### src/rtl/sat_counter.sv
// ============================================================================
// Module   : sat_counter
// Brief    : Up-counter that holds at all-ones; clear has priority over inc.
// Revision : 1.0  initial release
// ============================================================================
`default_nettype none

module sat_counter #(
  parameter int W = 8
) (
  input  logic         clk,
  input  logic         rst,
  input  logic         clr,
  input  logic         inc,
  output logic [W-1:0] count
);

  always_ff @(posedge clk) begin
    if (rst || clr) begin
      count <= '0;
    end else if (inc && (count != {W{1'b1}})) begin
      count <= count + W'(1);
    end
  end

endmodule

`default_nettype wire

### config.mk
export PLATFORM = sky130hd
export DESIGN_NAME = sat_counter
export DESIGN_NICKNAME = d
export VERILOG_FILES = /design/src/rtl/sat_counter.sv
export SDC_FILE = /design/constraint.sdc
export NUM_CORES = 1
export LEC_CHECK = 0
export ABC_CLOCK_PERIOD_IN_PS = 3800
export CELL_PAD_IN_SITES_DETAIL_PLACEMENT = 1
export CELL_PAD_IN_SITES_GLOBAL_PLACEMENT = 1
export CORE_AREA = 4 4 43 45
export CTS_CLUSTER_SIZE = 40
export DETAILED_ROUTE_END_ITERATION = 7
export DIE_AREA = 0 0 47 49
export GPL_TIMING_DRIVEN = 0
export MAX_ROUTING_LAYER = met4
export PLACE_DENSITY = 0.77
export SLEW_MARGIN = 0
export SYNTH_ARGS = -nofsm -noshare
export SYNTH_HDL_FRONTEND = slang
export SYNTH_SLANG_ARGS = --single-unit
export TNS_END_PERCENT = 10
### constraint.sdc
create_clock -name clk -period 3.8 [get_ports clk]
set_input_delay 0.38 -clock clk [delete_from_list [all_inputs] [get_ports clk]]
set_output_delay 0.38 -clock clk [all_outputs]
set_load 0.005 [all_outputs]
Word level (Yosys, flattened, before mapping). Index checks and enable logic that the tools add are counted.

Bits in registers: 8. Input bits: 4.

Add/subtract/negate cells: 1. Equal/unequal tests: 1. Reduce and logical (&&, ||, !) cells: 2.

Operators with widths (number): 8-bit by 1-bit adder with 8-bit output (second input constant) (1); 8-bit != test (second input constant) (1); 1-bit logical AND (1); 1-bit logical OR (1).

Longest topological paths before layout.
Depth after elaboration: 2. Mapped depth: 4.

Worst setup path after synthesis. No wires, ideal clock.

Path type: reg2reg. From: register count[0]. To: register count[6]. Library setup time: 115 ps. Data arrival time: 1248 ps. Data required time: 3685 ps. Path slack: 2436 ps. Cell stages (with the launch flop): 5. Buffers on the path: 0. Cells stage by stage: dfxtp_1 ha_1 nand3_1 or4_1 and3_1.

Longest elaborated chain between the ends: 2. Elaborated cells on any way between the ends: 3. Those cells by class: add/sub (1); eq/ne (1); reduce/logical (1).

Ends and longest elaborated chain: from (decl) (RTL line 15) `output logic [W-1:0] count`; from (signal assigned) (RTL line 22) `count <= count + W'(1);`; branches (longest 2 deep; another with 8-bit by 1-bit adder with 8-bit output).

Parallel ways; which one is timed is not known. A chain may end at the register's enable or synchronous reset.

Final worst setup path.
From: register count[7]. To: output count[7].

No word-level cell between the ends.

==> reports/qor.txt <==
RSZ-0062 raised after global routing = false
Max Cap Viol = 0
worst reg-to-reg path cell count = 4
slowest CP cell = clkdlybuf4s50_1
dominant cells by area after synthesis = dfxtp_1 (38%), mux2i_1 (9.5%), nand2_1 (6.2%)
post-synth net total = 53
count of cell types in the netlist = 23
initial antenna violation count = 0
number of global-route vias before repair = 390
Sink Count = 8
f_max = 613 MHz
first-pass GRT wire length = 1.73 mm
vias = 422
Worst Path Max Fanout = 8
Post-Route Skew = 8.47 ps
Post-CTS Setup Inserts = 0
share of layout cells above drive strength 1 = 0.129
vias per cell = 5.41
nets@finish = 69
synthesized flop and latch total = 8
Max stage delay on crit path = 550 ps
area grow syn2layout = 36.2%
worst-margin pin slew = 533 ps
slew margin rel. = 0.643
number of diodes = 0
power per cell area = 280 nW/um2
Synth Instances = 48
gr ovfl total = 0
HPWL after DPL = 788 um
post-synthesis sequential area ratio = 0.380
Tot GR Track Use = 0.105
post-cts resize count = 0
Setup Crit Path Kind = flip-flop to output pin
Final Hold Viols = 0
top-area cell type share of the netlist area = 0.380
Avg WL per Cell = 13.4 um
Final Cell Area = 574 um2
CTS Buf Count = 3
Ys Warns = 0
clock tree from TritonCTS = yes
die area = 2300 um2
area of the mapped netlist = 422 um2
crit path launch type = flip-flop
largest area contributor in the netlist = dfxtp_1
worst-skew pair later-pin latency = 250 ps
endpoints failing setup = 0
Hold Path Class = flip-flop to flip-flop
Tcrit/Tclk final = 0.429
fin crit period = 1630 ps
drc violations = 0
Hold Buf Count CTS = 0
dpl cell area = 552 um2
routability cong. = 0.781
I/O pin count = 12
CP delay by family, top = buffers and inverters
Reg clk slew, reported paths = 60 ps
hold depth = 2
max-slew violation count = 0
status = finished clean
DR iter-0 viols = 5
final antenna-violating net count = 0
std cell rows = 14
Levels on crit path = 1
die height = 49 um
final WL = 1.05 mm
data arrival time of the critical path = 1250 ps
worst path bufs/invs = 1
Setup TNS = 0 ps
max reg flops = 8
root buf cell = clkbuf_4
Fillers = 184
critical path, cell by cell = clkdlybuf4s50_1
Max clock buf depth = 2
Largest Register = count
H-Tree Level Count = 1
Core ar. = 1470 um2
Static Leak = 0.216 nW
Starting Density = 0.287
Critical Path RT = 3420 ps
1st-pass router iterations = 4
Die Width = 47 um
largest net degree at the start of global routing = 9
CP endpoint kind = output pin
largest registers = count (8)
Port Buffer Count = 11
syn_area_per_cell = 8.78 um2
peak supply drop = 0.189 mV
## layout by cell type, fill, tap and decap left out
cell and n:
nor2_1 1, buf_2 1, nand3_1 2, nand2_1 7, o2111ai_1 1, clkdlybuf4s50_1 11, and3_1 2, and4_2 1
ha_1 1, o21ai_0 1, nor4_1 1, a21boi_2 1, or4_1 1, and4_1 1, inv_1 1, and2_2 1
dfxtp_1 8, and3b_1 2, clkbuf_4 3, a21boi_0 1, or3_1 2, a21oi_1 5, mux2i_1 4, or3_2 1
nand4_1 2
## where the power goes
part | internal (W) | total (W) | switching, W
Clock | 0.0000361 | 0.0000641 | 0.0000280
Sequential | 0.0000847 | 0.0000856 | 0.000000820
Combinational | 0.00000632 | 0.0000111 | 0.00000482
## synthesized netlist by cell type
cell type  number
a21boi_0        1
nor2_1          1
o2111ai_1       1
nand3_1         2
and2_2          1
ha_1            1
o21ai_0         1
and3_1          2
or3_1           2
buf_2           1
mux2i_1         4
nand4_1         2
or4_1           1
nand2_1         7
and3b_1         2
a21boi_2        1
inv_1           1
and4_1          1
and4_2          1
a21oi_1         5
dfxtp_1         8
nor4_1          1
or3_2           1
## stage by stage
| stage | hold slack, ps | setup WS (ps) | utilization | instances | power (W) |
|---|---|---|---|---|---|
| after global routing | 523 | 2100 | 0.390 | 78 | 0.000169 |
| final | 492 | 2170 | 0.390 | 78 | 0.000161 |
| after floorplan | 458 | 2440 | - | 48 | 0.0000915 |
| after CTS | 504 | 2160 | 0.390 | 78 | 0.000164 |
| after global placement | 479 | 2000 | 0.375 | 75 | 0.0000984 |
| after detailed placement | 495 | 1960 | 0.375 | 75 | 0.0000985 |
## cell families after synthesis
logic type	count (synthesis)	share of synthesized area
fa+ha+maj	1	0.0297
flops	8	0.380
mux	4	0.0950
simple gates	24	0.338
compound gates	9	0.136
buf+inv	2	0.0208
## final timing paths
check,start,to,slack [ps]
worst max-delay path,count[7],count[7],2170
worst min-delay path,count[1],count[1],490
worst max register to register,count[0],count[6],2330
worst min register to register,count[1],count[1],490
## routing by layer
metal,GRT usage,vias up,wire (um)
met2,0.154,11,512
met4,0.0276,0,14
met3,0.0554,2,56
met1,0.125,199,466
li1,-,210,-
met5,-,-,0
## area by class of cell
class | instances | area [um2] | area share
inverters | 1 | 3.75 | 0.00654
well taps | 16 | 20.0 | 0.0349
repair buffers | 11 | 110 | 0.192
clock buffers | 3 | 22.5 | 0.0392
multi-input cells | 38 | 253 | 0.440
flip-flops and latches | 8 | 160 | 0.279
plain buffers | 1 | 5.00 | 0.00871
No activity file was read; power rests on OpenSTA's default activity.
